`src/rtl/nibble_serial_add_ctrl.sv`:
```
// nibble_serial_add_ctrl
// Serial WIDTH-bit adder built on one shared 4-bit adder slice.
// It processes one nibble per clock, LSB nibble first, and keeps the
// carry between nibbles in a register.
// The host uses a start/busy/done handshake.
// Optional feature, selected by the macro SUB_MODE_EN: when it is
// defined, the block also subtracts (A - B computed as A + ~B + 1).
module nibble_serial_add_ctrl #(
   parameter int WIDTH = 16
) (
   input  logic             clk,
   input  logic             rst_n,
   input  logic             start,
`ifdef SUB_MODE_EN
   input  logic             sub,
`endif
   input  logic [WIDTH-1:0] A,
   input  logic [WIDTH-1:0] B,
   output logic             busy,
   output logic             done,
   output logic [WIDTH-1:0] S,
   output logic             Cout
);

   localparam int NIBBLES = WIDTH / 4;
   localparam int IW      = $clog2(NIBBLES + 1);

   // Reject widths that are not a whole number of nibbles, or are too narrow
   generate
      if ((WIDTH % 4) != 0 || WIDTH < 8) begin : g_cfg_err
         $error("nibble_serial_add_ctrl: WIDTH must be a multiple of 4 and >= 8");
      end
   endgenerate

   typedef enum logic [1:0] {
      IDLE = 2'd0,
      RUN  = 2'd1,
      DONE = 2'd2
   } state_t;

   state_t           state;
   logic [WIDTH-1:0] areg;
   logic [WIDTH-1:0] breg;
   logic             carry;
   logic [IW-1:0]    idx;
   logic             sub_r;

   logic [3:0]       an;
   logic [3:0]       bn;
   logic [4:0]       nsum;
   logic             init_carry;

`ifdef SUB_MODE_EN
   assign init_carry = sub;
`else
   assign init_carry = 1'b0;
`endif

   // Select the current nibble of each operand and run it through the 4-bit adder slice
   always_comb begin
      an = '0;
      bn = '0;
      for (int unsigned n = 0; n < NIBBLES; n++) begin
         if (idx == IW'(n)) begin
            an = areg[n*4 +: 4];
            bn = breg[n*4 +: 4];
         end
      end
      if (sub_r) begin
         bn = ~bn;
      end
      nsum = {1'b0, an} + {1'b0, bn} + {4'b0000, carry};
   end

   // Sequencer: state, operand copies, nibble index, carry and registered outputs
   always_ff @(posedge clk or negedge rst_n) begin
      if (!rst_n) begin
         state <= IDLE;
         busy  <= 1'b0;
         done  <= 1'b0;
         S     <= '0;
         Cout  <= 1'b0;
         areg  <= '0;
         breg  <= '0;
         carry <= 1'b0;
         idx   <= '0;
         sub_r <= 1'b0;
      end else begin
         case (state)
            IDLE: begin
               done <= 1'b0;
               if (start) begin
                  areg  <= A;
                  breg  <= B;
                  sub_r <= init_carry;
                  carry <= init_carry;
                  S     <= '0;
                  Cout  <= 1'b0;
                  idx   <= '0;
                  busy  <= 1'b1;
                  state <= RUN;
               end
            end
            RUN: begin
               for (int unsigned n = 0; n < NIBBLES; n++) begin
                  if (idx == IW'(n)) begin
                     S[n*4 +: 4] <= nsum[3:0];
                  end
               end
               carry <= nsum[4];
               idx   <= idx + 1'b1;
               if (idx == IW'(NIBBLES - 1)) begin
                  Cout  <= nsum[4];
                  busy  <= 1'b0;
                  done  <= 1'b1;
                  state <= DONE;
               end
            end
            DONE: begin
               done  <= 1'b0;
               state <= IDLE;
            end
            default: begin
               busy  <= 1'b0;
               done  <= 1'b0;
               state <= IDLE;
            end
         endcase
      end
   end

endmodule

```
`config.mk`:
```
export PLATFORM = sky130hd
export DESIGN_NAME = nibble_serial_add_ctrl
export DESIGN_NICKNAME = d
export VERILOG_FILES = /design/src/rtl/nibble_serial_add_ctrl.sv
export SDC_FILE = /design/constraint.sdc
export NUM_CORES = 1
export LEC_CHECK = 0
export ABC_AREA = 1
export CORE_MARGIN = 5
export CORE_UTILIZATION = 30
export CTS_BUF_LIST = sky130_fd_sc_hd__clkbuf_8
export CTS_CLUSTER_SIZE = 28
export DETAILED_ROUTE_END_ITERATION = 7
export HOLD_SLACK_MARGIN = 0.02
export PLACE_DENSITY = 0.56
export SYNTH_ARGS = -nofsm -noshare
export SYNTH_HDL_FRONTEND = slang
export SYNTH_SLANG_ARGS = --single-unit
```
`constraint.sdc`:
```
create_clock -name clk -period 7.55 [get_ports clk]
set_input_delay 2.265 -clock clk [delete_from_list [all_inputs] [get_ports clk]]
set_output_delay 2.265 -clock clk [all_outputs]
set_load 0.02 [all_outputs]
```
==> impl_results.md, run 1 <==
- CP Launch Type: input pin
- Sw Pwr: roughly 670 uW
- Antenna violations before repair: 0
- Min-Delay Startpoint: areg[11]$_DFFE_PN0P_
- Syn Area/Cell: 8.35 sq um
- Vias: ~2,200
- GRT Util Overall: approximately an eighth
- Worst path bufs/invs: 2
- Max-cap violations: 0
- Gate power share: between 40% and 50%
- Die width: between 100 and 150 microns
- RSZ-0062 raised after global routing: no
- Yosys top cell by area: dfrtp_1
- Core Region: 0.00911 sq mm
- Slew headroom: ~48%
- Clock buffer depth: 2
- Post-Syn Nets: 375
- Reg clk slew, reported paths: approximately 0.07 ns
- Number of synthesized flops with an enable pin: 0
- Final wirelength: 6.40 mm
- Syn Inst Count: 330
- Clk network pwr share: 20.7%
- Internal power: roughly 940 uW
- YS warnings: 0
- Distinct cells, synth: 28
- Crit-path cells: clkdlybuf4s50_1, nand3_2, inv_2, o21ai_0
- Switching part of the total: 41.4%
- Nets: 429
- Global route overflow: 0
- Worst setup path start: start
- Largest net degree at the start of global routing: between 50 and 60
- Critical Path Fanout Max: 39
- Count leader, synth: nand2_1
- Die Footprint: around 0.011 sq mm
- Share of cells above drive strength 1: 11.3%
- Final min period: ~4.0 ns
- CTS H-tree depth: 3
- Critical path's slowest cell: inv_2
- Initial DRT Pass Iterations: 4
- RR Startpoint: idx[1]$_DFFE_PN0P_
- Async set-reset flop share out of synthesis: 100%
- Initial Util: between 30 and 40%
- Clock Skew: 0.00781 ns
- Worst-Margin Slew: about 0.78 ns
- Delay-heaviest family, CP: buffers and inverters
- PostCTS Resize Cnt: 0
- Vias/cell: 4.33
- Routability Congestion: ~0.78
- CTS tree: built
- Hold-fix buffers at CTS: 0
- Setup TNS: 0 ns
- Final hold viol count: 0
- Diodes inserted: 0
- Dpl hpwl: 4.40 mm
- Final setup viols: 0
- Dpl ws: approximately 3 ns
- Number of global-route vias before repair: about 2,300
- Antenna violation net count after detailed routing: 0
- Pwr/cell area: ~450 mW/mm^2
- Worst EP arrival: approximately 4.3 ns
- Buffers on Ports: 53
- Clk sinks: 57
- Residual DRC: 0
- CP Capture Type: flop
- Cell Area, Synth: about 0.0028 sq mm
- Crit path largest cell delay: approximately 0.7 ns
- Part of the power in registers: between 30% and 40%
- Top FF cell, synth: dfrtp_1
- Worst Hold Class: reg2reg
- Final critical-path share of the clock period: 53.6%
- Avg WL per Cell: roughly 13 microns
- CP Class: in2reg
- Largest cells by area after synthesis: dfrtp_1, nand2_1, ha_1, o21ai_1, nand3_1
- Global-route wire length before repair: approximately 11 mm
- DRT iter0 DRCs: 94
- Layout area overhead: 29.6%
- Synthesized flop and latch total: 57
- Clk Tree Root Cell: clkbuf_8
- Worst VDD drop: between 100 and 150 uV
- Final WS setup: approximately 3.5 ns
- Setup Fix Bufs, Post-CTS: 0
- Top cell type's share of synthesized area: 51.7%
- Ports: 54
- Static leakage: around 0.0018 uW
- Clock Latency Late Sink: about 0.34 ns
- Num CTS Buffers: 9
- Top cells by count, synth: nand2_1, dfrtp_1, inv_1, o21ai_1, nand3_1
- Max Freq: roughly 250 MHz
- Die height: 106 microns
- Status: completed
- Final Max Slew Viols: 0
- Row cnt: 35
- WP data required: 7.75 ns
- Seq/Total Area, Yosys: between 50% and 60%
-- stage by stage --
stage | cell area [sq um] | total power (uW) | utilization (%) | std cells | hold WS [ns]
floorplan | 2760 | 1080 | - | 330 | 0.441
global placement | 3340 | 1280 | 36.7 | 484 | 0.460
detailed placement | 3340 | 1300 | 36.7 | 484 | 0.462
CTS | 3570 | 1640 | 39.2 | 499 | 0.479
global route | 3570 | 1760 | 39.2 | 499 | 0.502
finish | 3570 | 1610 | 39.2 | 499 | 0.476
-- worst min-delay path, delay by kind of cell (launching register included) --
family	cells	cell delay [ns]
flip-flops	1	0.34
AND/OR/NAND/NOR	2	0.10
-- metal layers --
layer	GRT usage, %	vias to the layer above	part of all wire (%)
li1	-	1133	-
met5	0	-	0
met1	15.5	975	48
met3	3.00	8	5.0
met4	6.29	0	1.9
met2	19.9	47	45
-- cell usage in the layout, fill, tap and decap left out --
cell / count
inv_2: 9
nand3_1: 12
nand2_2: 3
o21ai_2: 3
bufinv_16: 2
inv_4: 2
o21ai_0: 7
dfrtp_1: 57
nand2_4: 2
nor2_4: 1
ha_1: 8
or2_0: 1
nand3_2: 1
inv_1: 15
buf_2: 1
or2_4: 2
a21boi_1: 2
xnor2_1: 1
o21ai_1: 14
a21oi_1: 3
clkbuf_8: 12
nand4_1: 4
o22ai_1: 2
or2_2: 5
clkdlybuf4s50_1: 52
fa_1: 2
o21a_1: 1
buf_4: 1
nand2_1: 161
nor2_1: 2
-- state kept, by name (all words and copies together), names as in the netlist --
signal and cells:
Cout 1, S 16, areg 16, breg 16, busy 1, carry 1, done 1, idx 3
state 2
-- power by group through the flow --
stage,registers [uW],logic [uW],clock network [uW]
floorplan,536,540,0
global placement,507,775,0
detailed placement,512,787,0
CTS,508,790,340
global route,522,889,350
finish,505,772,333
-- cells by family (layout without fill, tap and decap cells) --
| logic type | after synthesis | in the layout | share of synthesized area (%) |
|---|---|---|---|
| compound gates | 32 | 32 | 6.58 |
| flops | 57 | 57 | 51.7 |
| xor+xnor | 1 | 1 | 0.318 |
| buf+inv | 36 | 94 | 6.72 |
| fa+ha+maj | 10 | 10 | 5.08 |
| simple gates | 194 | 194 | 29.6 |
-- final cells by class --
type | instances | area [sq um]
clock buffer | 12 | 165
clock inverter | 3 | 63.8
fill | 949 | 5540
inverter | 25 | 98.8
multi-input combinational | 237 | 1140
sequential | 57 | 1430
tap | 111 | 139
timing repair buffer | 54 | 533
-- final timing paths --
check | slack, ns | end | cells after the start
worst min-delay path | 0.48 | areg[11]$_DFFE_PN0P_ | 2
worst max register to register | 4.69 | S[10]$_DFFE_PN0P_ | 12
worst min register to register | 0.48 | areg[11]$_DFFE_PN0P_ | 2
max in group asynchronous | 5.00 | idx[1]$_DFFE_PN0P_ | 2
min in group asynchronous | 2.07 | busy$_DFFE_PN0P_ | 2
worst max-delay path | 3.50 | areg[9]$_DFFE_PN0P_ | 4
No activity file was read; power rests on OpenSTA's default activity.
==> run 2, diff against run 1 <==
--- a/config.mk
+++ b/config.mk
@@ -12,7 +12,7 @@
 export CTS_CLUSTER_SIZE = 28
 export DETAILED_ROUTE_END_ITERATION = 7
 export HOLD_SLACK_MARGIN = 0.02
-export PLACE_DENSITY = 0.56
+export PLACE_DENSITY = 0.58
 export SYNTH_ARGS = -nofsm -noshare
 export SYNTH_HDL_FRONTEND = slang
 export SYNTH_SLANG_ARGS = --single-unit
==> constraint.sdc (replaced) <==
create_clock -name clk -period 3.6 [get_ports clk]
set_input_delay 1.08 -clock clk [delete_from_list [all_inputs] [get_ports clk]]
set_output_delay 1.08 -clock clk [all_outputs]
set_load 0.02 [all_outputs]
==> run 2 against run 1 <==
Net effect: die area unchanged; first-iteration DRC count decreased by 6.4%; register-to-register slack worse by 4.0 ns; sequential power grew 110%; non-clock buffer count increased by 1; hold slack improved by 0.0020 ns; critical endpoint is now S[14]$_DFFE_PN0P_; sequential share of layout area is 0.070 points higher; total power up 110%; via count increased by 1.2%; final area fell by 0.18%; wire length increased by 0.83%; count of clock-buffer cells in the layout stayed put.
==> impl_results.md, run 2 (synthesis gave the netlist of run 1 again) <==
- Nets: 430 (+0.23%)
- Hold-fix buffers at CTS: 0 (unchanged)
- Global-route wire length before repair: 11.1 mm (+2.3%)
- CP Capture Type: flop
- CTS H-tree depth: 3 (unchanged)
- Clock Latency Late Sink: 0.34 ns (about the same)
- Final setup viols: 0 (unchanged)
- RSZ-0062 raised after global routing: no
- Min-Delay Startpoint: areg[0]$_DFFE_PN0P_
- Final Max Slew Viols: 0 (unchanged)
- Num CTS Buffers: 9 (unchanged)
- Most frequent cells in the layout: nand2_1, dfrtp_1, clkdlybuf4s50_1, inv_1, o21ai_1
- Met1 global-route usage: 15.8% (+0.30 points)
- CTS tree: built
- Reg clk slew, reported paths: 0.07 ns (about the same)
- Dpl hpwl: 4.59 mm (+4.3%)
- Switching part of the total: 42.4% (+1.1 points)
- Static leakage: 0.00178 uW (-0.60%)
- Clock buffer depth: 2 (unchanged)
- Critical path's slowest cell: fa_1
- Gr busiest metal: met2
- WP data required: 3.86 ns (-3.89 ns)
- Max-cap violations: 0 (unchanged)
- Antenna violation net count after detailed routing: 0 (unchanged)
- Max Freq: ~350 MHz
- Layout area overhead: 29.3%
- Crit-path cells: ha_1, ha_1, inv_2, nand2_1, inv_1, nand2_1, nand2_1, fa_1, fa_1, xnor2_1, nand2_1, o21ai_1
- Final hold viol count: 0 (unchanged)
- Vias/cell: 4.37 (+0.84%)
- Slew headroom: 50.9% (+3.1 points)
- CP Launch Type: flop
- Worst Reg-to-Reg Cells: 12 (unchanged)
- Hold Crit Endpoint: areg[0]$_DFFE_PN0P_
- DRT iter0 DRCs: 88 (-6.4%)
- Flop-to-flop setup slack: 0.74 ns (-3.95 ns)
- Final critical-path share of the clock period: roughly 80%
- Clk sinks: 57 (unchanged)
- Core Region: 0.00911 sq mm (unchanged)
- Gate power share: 48.9% (+1.0 points)
- Status: completed
- Ports: 54 (unchanged)
- Initial Util: 30.3% (unchanged)
- Final wirelength: 6.45 mm (+0.83%)
- Fin util: 39.1% (-0.069 points)
- Crit path largest cell delay: 0.43 ns (-0.29 ns)
- Clk network pwr share: 19.1% (-1.6 points)
- Residual DRC: 0 (unchanged)
- R2r endpoint: S[14]$_DFFE_PN0P_
- Pwr/cell area: 935 mW/mm^2 (+110%)
- Setup TNS: 0 ns (unchanged)
- Worst Hold Class: reg2reg
- Antenna violations before repair: 0 (unchanged)
- Number of global-route vias before repair: 2,391 (+4.1%)
- Initial DRT Pass Iterations: 4 (unchanged)
- Met3 Resource Use GR: 3.92% (+0.92 points)
- Vias: 2,190 (+1.2%)
- Worst EP arrival: 3.12 ns (-1.13 ns)
- Share of cells above drive strength 1: 12.1% (+0.71 points)
- Sw Pwr: 1410 uW (+110%)
- Hold path depth: 2 (unchanged)
- PostCTS Resize Cnt: 0 (unchanged)
- RR Startpoint: idx[0]$_DFFE_PN0P_
- Worst-Margin Slew: 0.737 ns (-0.0454 ns)
- Met2 usage: 20.5% (+0.59 points)
- Buffers on Ports: 53 (unchanged)
- Part of the power in registers: 32.0% (+0.6 points)
- Die width: 106 microns (unchanged)
- GRT Util Overall: 12.5% (+0.052 points)
- Internal power: 1920 uW (+100%)
- Post-layout total power: 3330 uW (+110%)
- Commonest non-fill, non-tap cell in the layout: nand2_1
- Routability Congestion: 0.797 (+1.7%)
- Global route overflow: 0 (unchanged)
- Row cnt: 35 (unchanged)
- Die height: 106 microns (unchanged)
- Largest net degree at the start of global routing: 58 (unchanged)
- Critical Path Fanout Max: 11 (-72%)
- Largest registers: S x16, areg x16, breg x16
- Diodes inserted: 0 (unchanged)
- Avg WL per Cell: 12.9 microns (+0.43%)
- Die Footprint: 0.0112 sq mm (unchanged)
- CP Class: reg2reg
- CP dominant cell by count: nand2_1
- Worst VDD drop: 262 uV (+82%)
- Final min period: between 2 and 3 ns
- Setup Fix Bufs, Post-CTS: 0 (unchanged)
- Clk Tree Root Cell: clkbuf_8
- Clock Skew: 0.00875 ns (+0.000943 ns)
==> run 2: metal layers <==
| layer | wire length (microns) | up-vias |
|---|---|---|
| li1 | - | 1141 |
| met1 | 3050 | 987 |
| met2 | 3010 | 54 |
| met3 | 310 | 8 |
| met4 | 79 | 0 |
| met5 | 0 | - |
==> run 2: layout make-up <==
cell class,instances,area (sq um)
fillers,967,5540
well taps,111,139
clock buffers,12,165
multi-input cells,237,1140
inverters,25,98.8
repair buffers,55,541
flip-flops and latches,57,1430
clock inverters,4,50.0
==> run 2: worst max-delay path by stage <==
stage / start / endpoint / cells after the start
floorplan: idx[0]$_DFFE_PN0P_ / S[13]$_DFFE_PN0P_ / 11
global placement: idx[0]$_DFFE_PN0P_ / S[6]$_DFFE_PN0P_ / 12
detailed placement: idx[0]$_DFFE_PN0P_ / S[14]$_DFFE_PN0P_ / 12
CTS: idx[0]$_DFFE_PN0P_ / S[14]$_DFFE_PN0P_ / 12
global route: idx[0]$_DFFE_PN0P_ / S[14]$_DFFE_PN0P_ / 12
finish: idx[0]$_DFFE_PN0P_ / S[14]$_DFFE_PN0P_ / 12
==> run 2: worst max-delay path: cells and delay by family, from the launching register on <==
| family | cells | cell delay (ns) |
|---|---|---|
| fa+ha+maj | 4 | 1.42 |
| flops | 1 | 0.39 |
| simple gates | 4 | 0.38 |
| buf+inv | 2 | 0.24 |
| xor+xnor | 1 | 0.17 |
| compound gates | 1 | 0.17 |
==> run 2: power by group through the flow <==
stage	combinational, uW	sequential (uW)	clock (uW)
final	1630	1070	636
after global routing	1880	1100	680
after CTS	1650	1070	657
after detailed placement	1650	1080	0
after global placement	1610	1070	0
after floorplan	1130	1120	0
==> run 2: through the flow <==
step | hold slack [ns] | cell area (sq um) | std cells | setup slack, ns
2_1_floorplan | 0.441 | 2760 | 330 | 1.07
3_3_place_gp | 0.463 | 3350 | 485 | 0.796
3_5_place_dp | 0.466 | 3350 | 485 | 0.733
4_1_cts | 0.483 | 3560 | 501 | 0.712
5_1_grt | 0.511 | 3560 | 501 | 0.516
6_report | 0.478 | 3560 | 501 | 0.737
